[config.mk]
export PLATFORM = sky130hd
export DESIGN_NAME = unpool_stream
export DESIGN_NICKNAME = d
export VERILOG_FILES = /design/src/rtl/unpool_stream.sv
export SDC_FILE = /design/constraint.sdc
export NUM_CORES = 1
export LEC_CHECK = 0
export CORE_AREA = 2 2 196 198
export CTS_BUF_LIST = sky130_fd_sc_hd__clkbuf_2
export DETAILED_ROUTE_END_ITERATION = 7
export DIE_AREA = 0 0 198 200
export DONT_BUFFER_PORTS = 1
export GPL_TIMING_DRIVEN = 0
export PLACE_DENSITY = 0.74
export SYNTH_ARGS = -nofsm -noshare
export SYNTH_HDL_FRONTEND = slang
export SYNTH_SLANG_ARGS = --single-unit
[constraint.sdc]
create_clock -name clk -period 3.5 [get_ports clk]
set_clock_uncertainty 0.15 [all_clocks]
set_input_delay 0.7 -clock clk [delete_from_list [all_inputs] [get_ports clk]]
set_output_delay 0.7 -clock clk [all_outputs]
set_load 0.01 [all_outputs]
[src/rtl/unpool_stream.sv]
// unpool_stream: streaming 2-D unpooling; each pooled pixel becomes a STRIDE x STRIDE output block, raster order.
// Optional macro MAX_UNPOOL_IDX_EN: max-unpooling with a stored argmax index (default: nearest-neighbour).
module unpool_stream #(
  parameter  int unsigned BUF_WIDTH = 26,
  parameter  int unsigned MAP_SIZE  = 32,
  parameter  int unsigned STRIDE    = 2,
  localparam int unsigned IDX_W     = $clog2(STRIDE * STRIDE)
) (
  input  logic                 clk,
  input  logic                 rst,
  input  logic                 start,
  output logic                 busy,
  input  logic                 in_valid,
  output logic                 in_ready,
  input  logic [BUF_WIDTH-1:0] in_data,
  input  logic [IDX_W-1:0]     in_idx,
  output logic                 out_valid,
  input  logic                 out_ready,
  output logic [BUF_WIDTH-1:0] out_data,
  output logic                 out_last,
  output logic                 done
);

  localparam int unsigned NPIX = MAP_SIZE / STRIDE;
  localparam int unsigned CW   = (NPIX > 1) ? $clog2(NPIX) : 1;
  localparam int unsigned HW   = $clog2(STRIDE);
`ifdef MAX_UNPOOL_IDX_EN
  localparam int unsigned ENT_W = IDX_W + BUF_WIDTH;
`else
  localparam int unsigned ENT_W = BUF_WIDTH;
`endif

  typedef enum logic [1:0] {IDLE, ROW_FILL, ROW_REPLAY, DRAIN} state_t;

  state_t               state;
  logic [HW-1:0]        hx;
  logic [HW-1:0]        ry;
  logic [CW-1:0]        col;
  logic [CW-1:0]        prow;
  logic [ENT_W-1:0]     lbuf [NPIX];

  logic                 free_c;
  logic                 take_c;
  logic                 emit_c;
  logic                 hx_end_c;
  logic                 col_end_c;
  logic                 ry_end_c;
  logic                 prow_end_c;
  logic                 last_pix_c;
  logic [ENT_W-1:0]     src_c;
  logic [BUF_WIDTH-1:0] pix_c;

  assign free_c   = !out_valid || out_ready;
  assign in_ready = (state == ROW_FILL) && (hx == '0) && free_c;
  assign take_c   = in_ready && in_valid;

  // The fill row takes a new pixel at hx==0 and repeats it from the line buffer for hx>0.
  assign emit_c = take_c ||
                  (free_c && (((state == ROW_FILL) && (hx != '0)) || (state == ROW_REPLAY)));

  assign hx_end_c   = (hx == HW'(STRIDE - 1));
  assign col_end_c  = (col == CW'(NPIX - 1));
  assign ry_end_c   = (ry == HW'(STRIDE - 1));
  assign prow_end_c = (prow == CW'(NPIX - 1));
  assign last_pix_c = (state == ROW_REPLAY) && ry_end_c && prow_end_c && col_end_c && hx_end_c;

`ifdef MAX_UNPOOL_IDX_EN
  assign src_c = take_c ? {in_idx, in_data} : lbuf[col];

  // Only the argmax position of each block carries the value.
  always_comb begin
    pix_c = '0;
    if (src_c[ENT_W-1 -: IDX_W] == IDX_W'(ry * STRIDE + hx))
      pix_c = src_c[BUF_WIDTH-1:0];
  end
`else
  logic unused_idx;

  assign unused_idx = ^in_idx;
  assign src_c      = take_c ? in_data : lbuf[col];
  assign pix_c      = src_c;
`endif

  always_ff @(posedge clk) begin
    if (take_c)
      lbuf[col] <= src_c;
  end

  always_ff @(posedge clk or posedge rst) begin
    if (rst) begin
      state     <= IDLE;
      busy      <= 1'b0;
      done      <= 1'b0;
      out_valid <= 1'b0;
      out_data  <= '0;
      out_last  <= 1'b0;
      hx        <= '0;
      ry        <= '0;
      col       <= '0;
      prow      <= '0;
    end else begin
      done <= 1'b0;

      // Output register reloads whenever its slot is free (back-to-back without a bubble).
      if (free_c) begin
        out_valid <= emit_c;
        out_last  <= emit_c && last_pix_c;
        if (emit_c)
          out_data <= pix_c;
      end

      case (state)
        IDLE: begin
          if (start) begin
            state <= ROW_FILL;
            busy  <= 1'b1;
          end
        end

        ROW_FILL, ROW_REPLAY: begin
          if (emit_c) begin
            if (!hx_end_c) begin
              hx <= hx + HW'(1);
            end else begin
              hx <= '0;
              if (!col_end_c) begin
                col <= col + CW'(1);
              end else begin
                col <= '0;
                if (state == ROW_FILL) begin
                  state <= ROW_REPLAY;
                  ry    <= HW'(1);
                end else if (!ry_end_c) begin
                  ry <= ry + HW'(1);
                end else begin
                  ry <= '0;
                  if (prow_end_c) begin
                    prow  <= '0;
                    state <= DRAIN;
                  end else begin
                    prow  <= prow + CW'(1);
                    state <= ROW_FILL;
                  end
                end
              end
            end
          end
        end

        DRAIN: begin
          if (out_valid && out_ready) begin
            state <= IDLE;
            busy  <= 1'b0;
            done  <= 1'b1;
          end
        end

        default: state <= IDLE;
      endcase
    end
  end

endmodule

# Yosys cells after proc, flatten, opt, wreduce, memory -nomap -nowiden
# Memories as Yosys holds them, arrays and structs flattened.
# Cells that the tools add are included.
dict set report totals {
  register_bits 42
  latchBits 0
  ram_bits 416
  rom_bits 0
  in_bits 33
  output_inout_bits 31
  wordCells 75
  memories 1
}
# memory depth width read_ports rd_clocked_by_memory_dff wr line_no
set mem_list {}
lappend mem_list {lbuf 16 26 1 0 1 40} ;# logic [ENT_W-1:0] lbuf [NPIX];
dict set report classes {
  n_addsub 4
  multipliers 0
  div 0
  n_lt_le_gt_ge 0
  n_eq_ne 11
  shift 0
  n_mux 22
  bitwise_logic 2
  n_reduce_logical 25
}
# operator count
set ops {}
lappend ops {{26-bit 2-to-1 mux} 1}
lappend ops {{2-bit 2-to-1 mux} 8}
lappend ops {{6-bit AND reduction} 2}
lappend ops {{1-bit logical AND} 11}
lappend ops {{2-bit inequality test (second input constant)} 5}
lappend ops {{1-bit 2-to-1 mux} 9}
lappend ops {{4-bit by 1-bit adder with 4-bit output (second input constant)} 2}
lappend ops {{4-bit == test (second input constant)} 2}
lappend ops {{4-bit 2-to-1 mux} 2}
lappend ops {{2-bit case mux with 3 select lines} 1}
lappend ops {{3-bit AND reduction} 2}
lappend ops {{2-bit == test (second input constant)} 2}
lappend ops {{2-bit AND reduction} 2}
lappend ops {{4-bit AND reduction} 1}
lappend ops {{1-bit logical OR} 3}
lappend ops {{3-bit inequality test (second input constant)} 1}
lappend ops {{1-bit adder (second input constant)} 2}
lappend ops {{2-bit by 1-bit == test with 1-bit output (second input constant)} 1}
lappend ops {{2-bit zero test} 1}
lappend ops {{1-bit inverter} 2}
lappend ops {{1-bit case mux with 2 select lines} 1}
lappend ops {{2-bit nonzero test} 1}
lappend ops {{2-bit OR reduction} 1}
lappend ops {{1-bit zero test} 1}

# Depth between registers and ports, before layout
dict set report depth {
  word_depth 8
  mapped_depth 9
  mapped_depth_nobuf 6
}

# Least setup slack after synthesis
# No wires, ideal clock.
dict set report synth_timing {
  kind {input to register}
  from {in out_ready}
  to {mem lbuf[15][0] in the netlist's numbering, enable pin}
  setup_ps 409
  t_arrival_ps 2717
  required_ps 2941
  slack_ps 224
  cell_stages 6
  path_buffers 3
  cell_sequence {nor2b_1 -> buf_2 -> or3_1 -> buf_2 -> buf_1 -> nor2_1}
}
dict set report synth_via {
  elab_chain_len 5
}
# item line_no
set synth_lines {}
lappend synth_lines {{start, declared} 18} ;# input logic out_ready,
lappend synth_lines {{1-bit logical OR} 53} ;# assign free_c = !out_valid || out_ready;
lappend synth_lines {{1-bit logical AND} 54} ;# assign in_ready = (state == ROW_FILL) && (hx == '0) && free_c;
lappend synth_lines {{1-bit logical AND} 55} ;# assign take_c = in_ready && in_valid;
lappend synth_lines {{1-bit 2-to-1 mux} 85} ;# if (take_c)
lappend synth_lines {{1-bit 2-to-1 mux (not written as such)} 86} ;# lbuf[col] <= src_c;
lappend synth_lines {{end, declared} 40}
# No other way between the ends.

# Final worst setup path
dict set report layout_timing {
  from {reg state[1]}
  to {mem lbuf[2][9] in the netlist's numbering, data pin}
}
dict set report layout_via {
  elab_chain_len 5
}
# item line_no
set layout_lines {}
lappend layout_lines {{start, declared} 35} ;# state_t state;
lappend layout_lines {{start signal, assigned} 91} ;# state <= IDLE;
lappend layout_lines {{start signal, assigned} 115} ;# state <= ROW_FILL;
lappend layout_lines {{start signal, assigned} 131} ;# state <= ROW_REPLAY;
lappend layout_lines {{2-bit by 1-bit == test with 1-bit output} 54}
lappend layout_lines {{1-bit logical AND (2 in series)} 54}
lappend layout_lines {{1-bit logical AND} 55}
lappend layout_lines {{26-bit 2-to-1 mux} 80} ;# assign src_c = take_c ? in_data : lbuf[col];
lappend layout_lines {{net pix_c[9]} 51} ;# logic [BUF_WIDTH-1:0] pix_c;
# The timed path passes the listed nets, and every way through them passes these cells.

==> run_results.csv <==
group,metric,value,unit
run_status,run_status,"complete, no violations",
synthesis,ys_types,53,
sta,hold_viol_final,0,
synthesis,synthTopCellsByCount,"edfxtp_1 (416), mux2i_1 (137), o22ai_1 (74)",
global_routing,grt_max_degree,27,
placed_design,io_buffer_count,0,
sta,rsz0062_at_grt,"false",
floorplan,initial_utilization,49.5,%
worst_setup_path,reg2reg_slack,90,ps
synthesis,synth_area_leaders,"edfxtp_1 (68%), mux2i_1 (7.4%), dfrtp_1 (5.7%)",
power_and_ir_drop,leakage,7.29,nW
synthesis,synthCells,1083,
clocking,tritoncts.num_buffers,109,
worst_setup_path,crit_family,"buffers and inverters",
layout,drive_above_1_share,25.3,%
power_and_ir_drop,switchingPower,0.00759,W
placed_design,routabilityCongestion,0.866,
floorplan,io_pins,64,
worst_setup_path,crit_path_end_kind,"flop",
worst_hold_path,min-delay-start,"in_valid",
floorplan,chipHeight,200,um
routing,ant_nets,0,
global_routing,overflow,0,
global_routing,grt_pass1_wl,70800,um
power_and_ir_drop,p_per_area,939,nW/um2
worst_setup_path,critPathLaunchType,"flop",
floorplan,core_area,37400,um2
power_and_ir_drop,p_int,0.0120,W
synthesis,synth_edf_count,416,
synthesis,ys_seq_area_share,73.2,%
synthesis,synthArstFlopShare,9.17,%
power_and_ir_drop,power_frac_seq,43.6,%
routing,vias,11400,
clocking,clock_latency,1010,ps
worst_setup_path,r2r-start,"state[1]$_DFFE_PP0P_",
synthesis,yosysWarnings,0,
layout,final_core_util,55.7,%
routing,drtPass1Iterations,8,
floorplan,dieArea,39600,um2
clocking,root_buffer,"clkbuf_2",
routing,drc,0,
power_and_ir_drop,sw_frac_of_total,38.8,%
placed_design,dpl_cell_area,19300,um2
global_routing,first_global_vias,11300,
routing,vias_per_cell,6.19,
clocking,cts_tree,"yes",
global_routing,antenna_found_initial,4,
run,cap_violations,0,
worst_setup_path,cp.required,3980,ps
power_and_ir_drop,p_clk_share,18.3,%
worst_setup_path,cp.arrival,3900,ps
clocking,post-cts-setup-buffer-count,0,
worst_setup_path,path_cells,"inv_1 > ha_1 > buf_2 > nand2b_1 > nor3_2 > clkbuf_1 > nor3_1 > a21oi_2",
worst_setup_path,timing.rr.end,"lbuf[2][9]$_DFFE_PP_",
routing,drtIter0Drc,1415,
global_routing,grt_use_total,25.2,%
worst_setup_path,crit_fanout,16,
worst_hold_path,whs_endpoint,"state[1]$_DFFE_PP0P_",
routing,routed_wl,49300,um
synthesis,synth.most_common_cell,"edfxtp_1",
sta,period_share,97.5,%
sta,fmax,293,MHz
worst_setup_path,critPathBufInv,3,
worst_hold_path,hold_depth,4,
worst_setup_path,cp_slowest_stage_delay,720,ps
sta,worst_pin_slew,947,ps
power_and_ir_drop,ir_drop,490,uV
synthesis,yosysTopAreaCell,"edfxtp_1",
synthesis,synthesis.area,18500,um2
synthesis,ys.flop_type,"edfxtp_1",
synthesis,synth_seq_cells,458,
clocking,clk_pin_slew,80,ps
clocking,clk_path_buf_depth,3,
worst_setup_path,path_class,"reg -> reg",
layout,fin_nets,1274,
floorplan,dieWidth,198,um
layout,finalInstanceArea,20800,um2
sta,finalCriticalPeriod,3410,ps
routing,routedWlPerCell,26.8,um
sta,drv_slew,0,
synthesis,synth_top_area_share,67.5,%
clocking,cts_sinks,458,
floorplan,num_rows,71,
worst_hold_path,min_path_type,"in -> reg",
placed_design,hpwlAfterDp,29600,um
layout,syn_to_final_growth,12.6,%
synthesis,avgSynthCellArea,17.1,um2
clocking,h-tree-depth,3,
power_and_ir_drop,pwr-share-comb,38.1,%
worst_setup_path,cpMaxStageDelayCell,"clkbuf_1",
worst_setup_path,reg2reg_depth,8,
synthesis,synth_nets,1125,
sta,relSlewSlack,36.9,%
sta,setup_violations,0,
what timing repair did:
| action | CTS | global route |
|---|---|---|
| hold endpoints to repair | 465 | 0 |
| endpoints found under the setup margin | 300 | 274 |
| resized for setup | 18 | 19 |
| hold buffers | 32 | 0 |
| pin swaps | 0 | 1 |
cell families (layout without fill, tap and decap cells):
group                      Yosys count  in the layout  share of synthesized area (%)
AOI/OAI and AO/OA                  188            188                           6.48
xor gates and xnor gates             3              3                          0.142
adders and majority gates            9              9                          0.609
buffers and inverters               73            315                           2.72
DFF                                458            458                           73.2
muxes                              175            175                           11.9
other                                0              2                              0
and+or+nand+nor                    177            177                           4.95
power by group through the flow:
| stage | Clock [W] | Sequential [W] | Combinational [W] |
|---|---|---|---|
| after global routing | 0.00387 | 0.00858 | 0.00783 |
| after global placement | 0 | 0.00867 | 0.00664 |
| after CTS | 0.00361 | 0.00855 | 0.00713 |
| after detailed placement | 0 | 0.00870 | 0.00694 |
| final | 0.00359 | 0.00853 | 0.00745 |
| after floorplan | 0 | 0.00852 | 0.00466 |
worst min-delay path, delay by kind of cell:
kind / cells / cell delay [ps]
AO/OA/AOI/OAI: 3 / 450
AND/OR/NAND/NOR: 1 / 90
layout by cell type (no fill, tap or decap), types with 5 or more instances in the layout:
cell type      netlist  layout
dfrtp_1             42      42
a21o_1              11      11
dlygate4sd3_1        0      32
nor2b_1              7       7
a21oi_1             55      29
nor2_1              36      35
o21ai_0              7       7
and3_2               0       5
a21oi_2              1      25
edfxtp_1           416     416
a221oi_1             9       9
nor4_1              26      26
mux2i_1            137     137
clkbuf_2             0     183
ha_1                 9       9
buf_6               13      13
buf_4                9       9
nor3_1              27      27
clkbuf_1            12      10
clkinv_1             1      19
mux4_2              36      36
buf_16               0       5
o2111ai_1            8       8
buf_2               22      22
nand2_1             41      41
inv_1                8       7
o21ai_1             10      10
o22ai_1             74      74
how the worst max path moves through the flow:
stage / startpoint / to / depth (start not counted) / slack [ps]
floorplan: out_ready / lbuf[15][0]$_DFFE_PP_ / 6 / 220
CTS: state[1]$_DFFE_PP0P_ / lbuf[9][21]$_DFFE_PP_ / 9 / -100
global placement: state[1]$_DFFE_PP0P_ / lbuf[15][21]$_DFFE_PP_ / 8 / -1470
global route: col[1]$_DFFE_PP0P_ / lbuf[8][8]$_DFFE_PP_ / 6 / 20
detailed placement: state[1]$_DFFE_PP0P_ / lbuf[14][17]$_DFFE_PP_ / 9 / -260
finish: state[1]$_DFFE_PP0P_ / lbuf[2][9]$_DFFE_PP_ / 8 / 90
through the flow:
stage / TNS, ps / worst slack [ps] / cells / power [W] / hold slack [ps]
floorplan: 0 / 224 / 1083 / 0.0132 / 323
global placement: -176580 / -1470 / 1594 / 0.0153 / 345
detailed placement: -38340 / -258 / 1600 / 0.0156 / 365
CTS: -2940 / -103 / 1836 / 0.0193 / 112
global route: 0 / 20.0 / 1838 / 0.0203 / 145
finish: 0 / 86.5 / 1838 / 0.0196 / 198
layout make-up:
class / count / area [um2]
Timing Repair Buffer: 38 / 478
Clock inverter: 24 / 150
Inverter: 9 / 33.8
Multi-Input combinational cell: 552 / 4610
Tap cell: 511 / 639
Sequential cell: 458 / 13500
Clock buffer: 180 / 901
Fill cell: 2917 / 16600
Buffer: 64 / 474
Antenna cell: 2 / 5.00
state kept, by name (all words and copies together), names as in the netlist:
signal	flops
busy	1
col	4
done	1
hx	1
lbuf	416
out_data	26
out_last	1
out_valid	1
prow	4
ry	1
state	2
routing by layer:
layer,vias to the layer above,global-route usage (%),share of wire [%]
li1,4731,-,-
met1,5682,33.2,38
met2,802,39.5,46
met3,155,7.12,12
met4,0,10.8,3.5
met5,-,0,0
Note: power is estimated with default switching activity, not from simulation.
